===== config.mk =====
export PLATFORM = sky130hd
export DESIGN_NAME = bus_arbiter
export DESIGN_NICKNAME = d
export VERILOG_FILES = /design/src/rtl/bus_arbiter.sv
export SDC_FILE = /design/constraint.sdc
export NUM_CORES = 1
export LEC_CHECK = 0
export CORE_ASPECT_RATIO = 1.25
export CORE_MARGIN = 3
export CORE_UTILIZATION = 43
export DETAILED_ROUTE_END_ITERATION = 10
export PLACE_DENSITY = 0.87
export REMOVE_ABC_BUFFERS = 1
export SLEW_MARGIN = 20
export SYNTH_ARGS = -nofsm -noshare
export SYNTH_HDL_FRONTEND = slang
export SYNTH_SLANG_ARGS = --single-unit

===== constraint.sdc =====
create_clock -name i_clk -period 4.5 [get_ports i_clk]
set_clock_uncertainty 0.2 [all_clocks]
set_input_delay 0.9 -clock i_clk [delete_from_list [all_inputs] [get_ports i_clk]]
set_output_delay 0.9 -clock i_clk [all_outputs]
set_load 0.02 [all_outputs]

===== src/rtl/bus_arbiter.sv =====
// rtl/bus_arbiter.sv - three-master fixed-priority bus arbiter with burst fairness and ack timeout
module bus_arbiter #(
  parameter int BURST_LIMIT = 8,
  parameter int TIMEOUT     = 255
) (
  input  logic        i_clk,
  input  logic        i_reset_n,
  input  logic        i_vga_cs,
  input  logic        i_uart_cs,
  input  logic        i_cpu_cs,
  input  logic        i_vga_we,
  input  logic        i_uart_we,
  input  logic        i_cpu_we,
  input  logic [15:0] i_vga_addr,
  input  logic [15:0] i_uart_addr,
  input  logic [15:0] i_cpu_addr,
  input  logic [7:0]  i_vga_dat,
  input  logic [7:0]  i_uart_dat,
  input  logic [7:0]  i_cpu_dat,
  output logic        o_vga_ack,
  output logic        o_uart_ack,
  output logic        o_cpu_ack,
  output logic [15:0] o_addr,
  output logic [7:0]  o_dat,
  output logic        o_we,
  output logic        o_cs,
  input  logic        i_ack,
  output logic [2:0]  o_grant,
  output logic        o_timeout
);

  typedef enum logic [1:0] {IDLE = 2'd0, GRANT = 2'd1, TURN = 2'd2} state_t;

  localparam logic [31:0] BURST_LIM  = 32'(BURST_LIMIT);
  localparam logic [31:0] TIMEOUT_M1 = 32'(TIMEOUT - 1);

  state_t      state_q, state_d;
  logic [2:0]  grant_q, grant_d;
  logic [2:0]  mask_q, mask_d;
  logic [7:0]  burst_q, burst_d;
  logic [7:0]  wait_q, wait_d;
  logic        timeout_q, timeout_d;
  logic [2:0]  cs_vec, we_vec, req_unmasked, req_eff;
  logic [8:0]  burst_inc;
  logic        ack_any, others_req, burst_hit;

  assign cs_vec     = {i_vga_cs, i_uart_cs, i_cpu_cs};
  assign we_vec     = {i_vga_we, i_uart_we, i_cpu_we};
  assign o_cs       = |(grant_q & cs_vec);
  assign o_we       = |(grant_q & we_vec);
  // timeout_q is high exactly in the cycle where the waiting count reaches TIMEOUT
  assign ack_any    = o_cs & (i_ack | timeout_q);
  assign o_vga_ack  = grant_q[2] & ack_any;
  assign o_uart_ack = grant_q[1] & ack_any;
  assign o_cpu_ack  = grant_q[0] & ack_any;
  assign o_grant    = grant_q;
  assign o_timeout  = timeout_q;

  assign others_req = |(cs_vec & ~grant_q);
  assign burst_inc  = {1'b0, burst_q} + 9'd1;
  assign burst_hit  = (BURST_LIMIT != 0) && ({23'd0, burst_inc} == BURST_LIM);

  always_comb begin
    o_addr = '0;
    o_dat  = '0;
    case (grant_q)
      3'b100: begin o_addr = i_vga_addr;  o_dat = i_vga_dat;  end
      3'b010: begin o_addr = i_uart_addr; o_dat = i_uart_dat; end
      3'b001: begin o_addr = i_cpu_addr;  o_dat = i_cpu_dat;  end
      default: ;
    endcase
  end

  always_comb begin
    state_d      = state_q;
    grant_d      = grant_q;
    mask_d       = mask_q;
    burst_d      = burst_q;
    wait_d       = wait_q;
    req_unmasked = cs_vec & ~mask_q;
    // a masked master still wins when nobody else is asking
    req_eff      = (|req_unmasked) ? req_unmasked : cs_vec;
    case (state_q)
      IDLE: begin
        if (|cs_vec) begin
          state_d = GRANT;
          mask_d  = 3'b000;
          if (req_eff[2])      grant_d = 3'b100;
          else if (req_eff[1]) grant_d = 3'b010;
          else                 grant_d = 3'b001;
        end
      end
      GRANT: begin
        if (!o_cs) begin
          state_d = TURN;
          grant_d = 3'b000;
        end else if (ack_any) begin
          burst_d = (burst_q == 8'hff) ? 8'hff : burst_q + 8'd1;
          wait_d  = 8'd0;
          if (burst_hit && others_req) begin
            state_d = TURN;
            grant_d = 3'b000;
            mask_d  = grant_q;
          end
        end else begin
          wait_d = (wait_q == 8'hff) ? 8'hff : wait_q + 8'd1;
        end
      end
      TURN: begin
        state_d = IDLE;
        grant_d = 3'b000;
      end
      default: begin
        state_d = IDLE;
        grant_d = 3'b000;
      end
    endcase
    if (state_d != GRANT) begin
      burst_d = 8'd0;
      wait_d  = 8'd0;
    end
    timeout_d = (TIMEOUT != 0) && (state_d == GRANT) && ({24'd0, wait_d} == TIMEOUT_M1);
  end

  always_ff @(posedge i_clk or negedge i_reset_n) begin
    if (!i_reset_n) begin
      state_q   <= IDLE;
      grant_q   <= 3'b000;
      mask_q    <= 3'b000;
      burst_q   <= 8'd0;
      wait_q    <= 8'd0;
      timeout_q <= 1'b0;
    end else begin
      state_q   <= state_d;
      grant_q   <= grant_d;
      mask_q    <= mask_d;
      burst_q   <= burst_d;
      wait_q    <= wait_d;
      timeout_q <= timeout_d;
    end
  end

endmodule


Yosys cells after proc, flatten, opt, wreduce, memory -nomap -nowiden
Index checks and enable logic that the tools add are counted.
- add/subtract/negate cells: 3
- eq/ne operators: 16
- mux-type cells: 30
- bitwise gates (word level): 11
- reductions and logical operators: 15
- operator list (cell ; count):
    $mux 8 ; 10
    $pmux 16 s3 ; 1
    $mux 3 ; 10
    $eq 8x8->1 const B ; 3
    $pmux 8 s3 ; 1
    $add 8x1->8 const B ; 2
    $reduce_or 3->1 ; 5
    $and 3x3->3 ; 4
    $pmux 3 s2 ; 2
    $mux 2 ; 5
    $add 8x1->9 const B ; 1
    $eq 9x4->1 const B ; 1
    $ne 2x2->1 const B ; 4
    $reduce_bool 2->1 ; 4
    $ne 3x3->1 const B ; 2
    $not 3->3 ; 2
    $reduce_and 3->1 ; 2
    $reduce_and 5->1 ; 1
    $and 1x1->1 ; 4
    $eq 2x1->1 const B ; 2
    $pmux 2 s2 ; 1
    $eq 3x1->1 const B ; 1
    $eq 3x2->1 const B ; 1
    $eq 3x3->1 const B ; 1
    4 further kinds ; 5
- register bits after elaboration: 25
- bits of input ports: 81
- output and inout bits: 33
- word-level logic and storage cells: 81

Logic depth before layout (Yosys ltp)
Gate-level depths: netlist of the first run.
- word-level depth: 12
- mapped depth: 9
- depth with buffers taken out: 7

Least setup slack after synthesis of the first run
OpenSTA, ideal clock, no wires.
- path type: register to output
- start: register grant_q[1] (netlist: o_grant[1])
- end: output o_addr[0]
- arrival time: 1810 ps
- setup slack: 1590 ps
- cell stages (with the launch flop): 6
- path through: dfrtp_1 inv_1 nor2_1 clkbuf_1 a22oi_1 o21ai_0
- longest elaborated chain between the ends: 2
- RTL lines (item ; RTL line ; RTL):
    from (decl) ; 38 ; logic [2:0] grant_q, grant_d;
    from (signal assigned) ; 135 ; grant_q <= grant_d;
    $eq 3x1->1 (tied with other cells) ; 66 ; case (grant_q)
    $pmux 16 s3 * ; 66 ;
    to (decl) ; 23 ; output logic [15:0] o_addr,
Every way passes the cells marked *; elsewhere a longest branch is shown, timed or not.

Worst setup path after layout of the first run
- start: input i_uart_cs
- end: output o_cpu_ack
- longest elaborated chain between the ends: 4
- RTL lines (item ; RTL line ; RTL):
    from (decl) ; 9 ; input logic i_uart_cs,
    $and 3x3->3 ; 49 ; assign o_cs = |(grant_q & cs_vec);
    $reduce_or 3->1 ; 49 ;
    $and 1x1->1 ; 52 ; assign ack_any = o_cs & (i_ack | timeout_q);
    $and 1x1->1 ; 55 ; assign o_cpu_ack = grant_q[0] & ack_any;
    to (decl) ; 22 ; output logic o_cpu_ack,
Every way passes these cells.

==> flow_summary.json, run 1 <==
{
  "status": "finished clean",
  "antenna_found_initial": 0,
  "layout_common_cells": "clkdlybuf4s50_1, nand2_1, o21ai_0, a22oi_1, dfrtp_1",
  "gp_congestion": 0.928,
  "grt_max_degree": 29,
  "cp_cell_sequence": "clkdlybuf4s50_1, a222oi_1, buf_4, nor3_1, clkdlybuf4s50_1",
  "cts_sinks": 25,
  "fin_hold_ws_ns": 0.365,
  "syn_area_um2": 2130,
  "insertion_delay_ns": 0.27,
  "rsz0062_at_grt": "no",
  "grt_pass1_wl_um": 12900,
  "p_per_area_nw_per_um2": 369,
  "hpwl_um": 6050,
  "drtIter0Drc": 204,
  "hold_viol_final": 0,
  "setup-tns-final_ns": 0,
  "h-tree-depth": 1,
  "drive_above_1_share_pct": 6.15,
  "ios": 114,
  "ctsLongestPathBuffers": 2,
  "multi_input_comb_area_um2": 1390,
  "placed_area_um2": 3310,
  "min_from": "mask_q[0]",
  "io_buffers": 113,
  "syn_area_per_cell_um2": 7.54,
  "post-route-drc-count": 0,
  "final_cell_area_um2": 3360,
  "viasPerCell": 6.00,
  "yosys_register_bits": 25,
  "num_rows": 28,
  "required_ns": 3.40,
  "r2r_end": "wait_q[4]",
  "syn2layout_area_growth_pct": 57.3,
  "path_buf_inv": 3,
  "reg2reg_from": "burst_q[0]",
  "cts_root_buf": "clkbuf_8",
  "cts_setup_buffers": 0,
  "critPathMaxStageDelay_ns": 0.65,
  "max-slew-margin-rel_pct": 46.0,
  "yosys_warnings": 0,
  "initial_core_util_pct": 44.8,
  "slew_viol_final": 0,
  "crit_slowest_cell": "clkdlybuf4s50_1",
  "post_cts_resized": 0,
  "crit_family": "buffers and inverters",
  "p_comb_share_pct": 66.0,
  "cp-end-kind": "primary output",
  "holdPathStages": 2,
  "synth.distinct_cells": 52,
  "wl_um": 7850,
  "setup_slack_ns": 0.747,
  "cts_made_buffers": 3,
  "p_int_mw": 0.657,
  "cp_common_cell": "clkdlybuf4s50_1",
  "clkSlewWorstSetupHoldPaths_ns": 0.09,
  "leakage_nw": 1.25,
  "grt_usage_pct": 26.6,
  "n_antenna_cell": 0,
  "cp-start-kind": "primary input",
  "async_flop_share_pct": 100,
  "fmax_mhz": 266,
  "die_area_um2": 5850,
  "hold_path_class": "flop to flop",
  "core_um2": 4760,
  "hold_end": "mask_q[0]",
  "cap_violations": 0,
  "pwr-share-seq_pct": 23.1,
  "antenna_left": 0,
  "finalSetupViolCount": 0,
  "ff2ff_path_depth": 7,
  "arrival_ns": 2.65,
  "yosys_most_used_dff": "dfrtp_1",
  "tritoncts": "done",
  "wl_per_cell_um": 17.4,
  "crit_fanout": 13,
  "gr-total-overflow": 0,
  "clkPwrFrac_pct": 10.8,
  "die_h_um": 84.8,
  "period_minus_slack_ns": 3.75,
  "n_fill_cell": 397,
  "p_sw_mw": 0.581,
  "period_share_pct": 83.4,
  "grt_pass1_vias": 2501,
  "postCtsHoldBufs": 0,
  "pre_cts_slack_ns": 0.770,
  "vias": 2698,
  "synth_edf_count": 0,
  "p_total_mw": 1.24,
  "finalNetCount": 474,
  "syn_inst": 283,
  "vdd_drop_max_uv": 357,
  "regToRegSetupSlack_ns": 1.95,
  "synth_seq_area_share_pct": 29.3,
  "worstMarginPinSlew_ns": 0.809,
  "drt_first_pass_iters": 5,
  "critical_path_class": "primary input to primary output",
  "mostFrequentLayoutCell": "clkdlybuf4s50_1",
  "regArea_um2": 626,
  "switching_share_pct": 46.9,
  "die_x_um": 69.0
}
-- power by group through the flow --
stage	clock network, mW	registers (mW)	logic (mW)
finish	0.134	0.287	0.818
global route	0.150	0.289	0.881
CTS	0.137	0.285	0.820
detailed placement	0	0.289	0.815
global placement	0	0.287	0.809
floorplan	0	0.304	0.387
-- worst register-to-register path, stage by stage (launching register included) --
cell,delay [ns]
dfrtp_1,0.46
ha_1,0.29
nand2_1,0.13
a211oi_1,0.31
nand4_1,0.16
o21ai_2,0.65
inv_2,0.09
and2_1,0.16
-- cells by family after synthesis --
kind of cell               after synthesis  synth area share (%)
muxes                                    4                  1.88
AOI/OAI and AO/OA                      101                  31.5
adders and majority gates                2                  1.17
and+or+nand+nor                        125                  30.4
DFF                                     25                  29.3
buffers and inverters                   26                  5.80
-- synth_stat cells, drive strengths merged (3+ instances only) --
library cell	number	area [um2]
mux2i	4	40.0
a21oi	11	55.1
and3	3	18.8
o21ai	35	179
and4	4	35.0
nor2	21	86.3
or3	4	25.0
buf	9	60.1
a22oi	27	208
nor2b	4	25.0
o22ai	3	18.8
or2	4	25.0
a211oi	3	22.5
clkbuf	9	33.8
dfrtp	25	626
nand3	9	45.0
inv	8	30.0
nor4	3	25.0
a31oi	3	18.8
nand4	5	31.3
nor3	18	100
nand2	41	154
-- final cells by class --
| class | instances | share of cell area (%) |
|---|---|---|
| clock inverters | 1 | 0.149 |
| multi-input cells | 232 | 41.4 |
| repair buffers | 121 | 35.5 |
| inverters | 8 | 0.894 |
| clock buffers | 3 | 1.23 |
| flip-flops and latches | 25 | 18.6 |
| well taps | 60 | 2.24 |
-- per-stage QoR --
step | instances | util [%]
2_1_floorplan | 265 | -
3_3_place_gp | 446 | 69.5
3_5_place_dp | 446 | 69.5
4_1_cts | 450 | 70.5
5_1_grt | 450 | 70.5
6_report | 450 | 70.5
-- registers in the layout, summed over array words and instances (netlist names) --
name       cells
o_timeout      1
o_grant        3
mask_q         3
wait_q         8
state_q        2
burst_q        8
-- how the worst max path moves through the flow --
stage / from / to / cells after the start
after global routing: i_uart_cs / o_cpu_ack / 5
final: i_uart_cs / o_cpu_ack / 5
after CTS: i_uart_cs / o_cpu_ack / 5
after floorplan: o_grant[2] / o_addr[0] / 4
after global placement: i_cpu_cs / o_uart_ack / 5
after detailed placement: i_uart_cs / o_cpu_ack / 5
-- routing by layer --
metal,routed length [um],track usage (%)
met1,3290,36.6
met2,3700,43.8
met3,771,5.39
met4,79,4.62
met5,0,0
(Power assumes the default switching activity.)
==> run 2: changes to the inputs <==
- CORE_UTILIZATION: 43 -> 40
- PLACE_DENSITY: 0.87 -> 0.82
- clock period: 4.5 -> 3.6 ns (I/O delays scaled with it)
==> run 2 against run 1 <==
Cell area rose by 0.67%. Hold slack got worse by 0.026 ns. Critical path type is now flop to primary output. Utilization fell by 4.4 points. Sequential share of layout area fell by 0.12 points. Setup slack got worse by 0.63 ns.
==> flow_summary.json, run 2 (synthesis gave the netlist of run 1 again) <==
{
  "rsz0062_at_grt": "no",
  "required_ns": 2.68,
  "cts_made_buffers": 3,
  "wl_um": 8200,
  "r2r_end": "wait_q[7]",
  "antenna_found_initial": 0,
  "fin_hold_ws_ns": 0.340,
  "gp_congestion": 0.926,
  "crit_fanout": 24,
  "die_x_um": 71.3,
  "ff2ff_path_depth": 8,
  "wl_met3_um": 929,
  "hold_path_class": "flop to flop",
  "cts_sinks": 25,
  "ios": 114,
  "gr-total-overflow": 0,
  "final_cells": 453,
  "finalCoreUtilization_pct": 66.1,
  "slew_viol_final": 0,
  "drt_first_pass_iters": 4,
  "cap_violations": 0,
  "status": "finished clean",
  "finalSetupViolCount": 0,
  "wl_per_cell_um": 18.1,
  "critical_path_class": "flop to primary output",
  "io_buffers": 113,
  "min_from": "mask_q[0]",
  "period_minus_slack_ns": 3.48,
  "grt_pass1_vias": 2613,
  "fmax_mhz": 287,
  "highest_layer": "met4",
  "hpwl_um": 6260,
  "routed-wl-met2_um": 3840,
  "syn2layout_area_growth_pct": 58.4,
  "n_antenna_cell": 0,
  "vdd_drop_max_uv": 415,
  "initial_core_util_pct": 41.7,
  "met1Wirelength_um": 3280,
  "postCtsHoldBufs": 0,
  "drtIter0Drc": 142,
  "pwr-share-seq_pct": 22.7,
  "max-slew-margin-rel_pct": 58.4,
  "post_cts_resized": 0,
  "mostFrequentLayoutCell": "clkdlybuf4s50_1",
  "n_fill_cell": 450,
  "reg2reg_from": "o_grant[2]",
  "hold_end": "mask_q[0]",
  "holdPathStages": 2,
  "die_area_um2": 6250,
  "p_int_mw": 0.836,
  "top_regs": "burst_q: 8 flops, wait_q: 8 flops",
  "post-route-drc-count": 0,
  "h-tree-depth": 1,
  "grt_max_degree": 29,
  "grt_pass1_wl_um": 12800,
  "die_h_um": 87.7,
  "leakage_nw": 1.26,
  "num_rows": 29,
  "switching_share_pct": 47.1,
  "clkSlewWorstSetupHoldPaths_ns": 0.09,
  "viasPerCell": 6.06,
  "p_comb_share_pct": 66.3,
  "layout_common_cells": "clkdlybuf4s50_1, nand2_1, o21ai_0, a22oi_1, dfrtp_1",
  "worstMarginPinSlew_ns": 0.619,
  "cts_root_buf": "clkbuf_8",
  "dp.cells": 449,
  "p_sw_mw": 0.745,
  "core_um2": 5120,
  "regToRegSetupSlack_ns": 1.22,
  "finalNetCount": 475,
  "period_share_pct": 96.8,
  "clkPwrFrac_pct": 11.0,
  "cts_setup_buffers": 0,
  "setup-tns-final_ns": 0,
  "arrival_ns": 2.56,
  "antenna_left": 0,
  "tritoncts": "done",
  "hold_viol_final": 0,
  "vias": 2745,
  "grt_usage_pct": 25.2,
  "p_per_area_nw_per_um2": 468,
  "insertion_delay_ns": 0.27,
  "multi_input_comb_area_um2": 1390,
  "drive_above_1_share_pct": 6.39,
  "cp-end-kind": "primary output",
  "regArea_um2": 626,
  "cp-start-kind": "flop",
  "ctsLongestPathBuffers": 2
}
==> run 2: cell types whose count changed in the layout (fill, tap and decap cells not counted), sizes merged <==
cell and change:
buf +1
==> run 2: power by group through the flow <==
| stage | clock (mW) | combinational [mW] | sequential [mW] |
|---|---|---|---|
| 2_1_floorplan | 0 | 0.483 | 0.380 |
| 3_3_place_gp | 0 | 1.04 | 0.360 |
| 3_5_place_dp | 0 | 1.04 | 0.362 |
| 4_1_cts | 0.173 | 1.05 | 0.358 |
| 5_1_grt | 0.183 | 1.13 | 0.365 |
| 6_report | 0.174 | 1.05 | 0.359 |
==> run 2: worst max-delay path by stage <==
stage / start / endpoint / slack, ns / cells past startpoint
after floorplan: o_grant[2] / o_addr[0] / 0.08 / 4
after global placement: i_cpu_cs / o_cs / 0.27 / 5
after detailed placement: i_uart_cs / o_cpu_ack / 0.23 / 5
after CTS: o_grant[0] / o_dat[0] / 0.16 / 6
after global routing: o_grant[1] / o_addr[14] / 0.02 / 6
final: o_grant[1] / o_addr[14] / 0.12 / 6
==> run 2: per-layer routing <==
layer	track usage, %	up-vias
met5	0	-
met4	7.69	0
met3	6.43	16
met2	43.3	153
met1	31.0	1289
li1	-	1287
==> run 2: through the flow <==
step                cell area [um2]  worst slack, ns  power [mW]
global placement               3330            0.266        1.40
global route                   3380           0.0250        1.67
floorplan                      2040           0.0788       0.864
CTS                            3380            0.163        1.58
detailed placement             3330            0.226        1.40
finish                         3380            0.117        1.58
==> run 2: layout make-up <==
type                            instances  share of cell area (%)
Multi-Input combinational cell        232                    41.1
Timing Repair Buffer                  122                    35.8
Sequential cell                        25                    18.5
Tap cell                               62                    2.29
Clock buffer                            3                    1.22
Inverter                                8                   0.888
Clock inverter                          1                   0.148
==> run 2: critical path: stages (launching register included) <==
cell	delay [ns]
dfrtp_1	0.50
inv_1	0.15
nor2_1	0.21
buf_12	0.20
a22oi_1	0.10
o21ai_0	0.43
clkdlybuf4s50_1	0.71
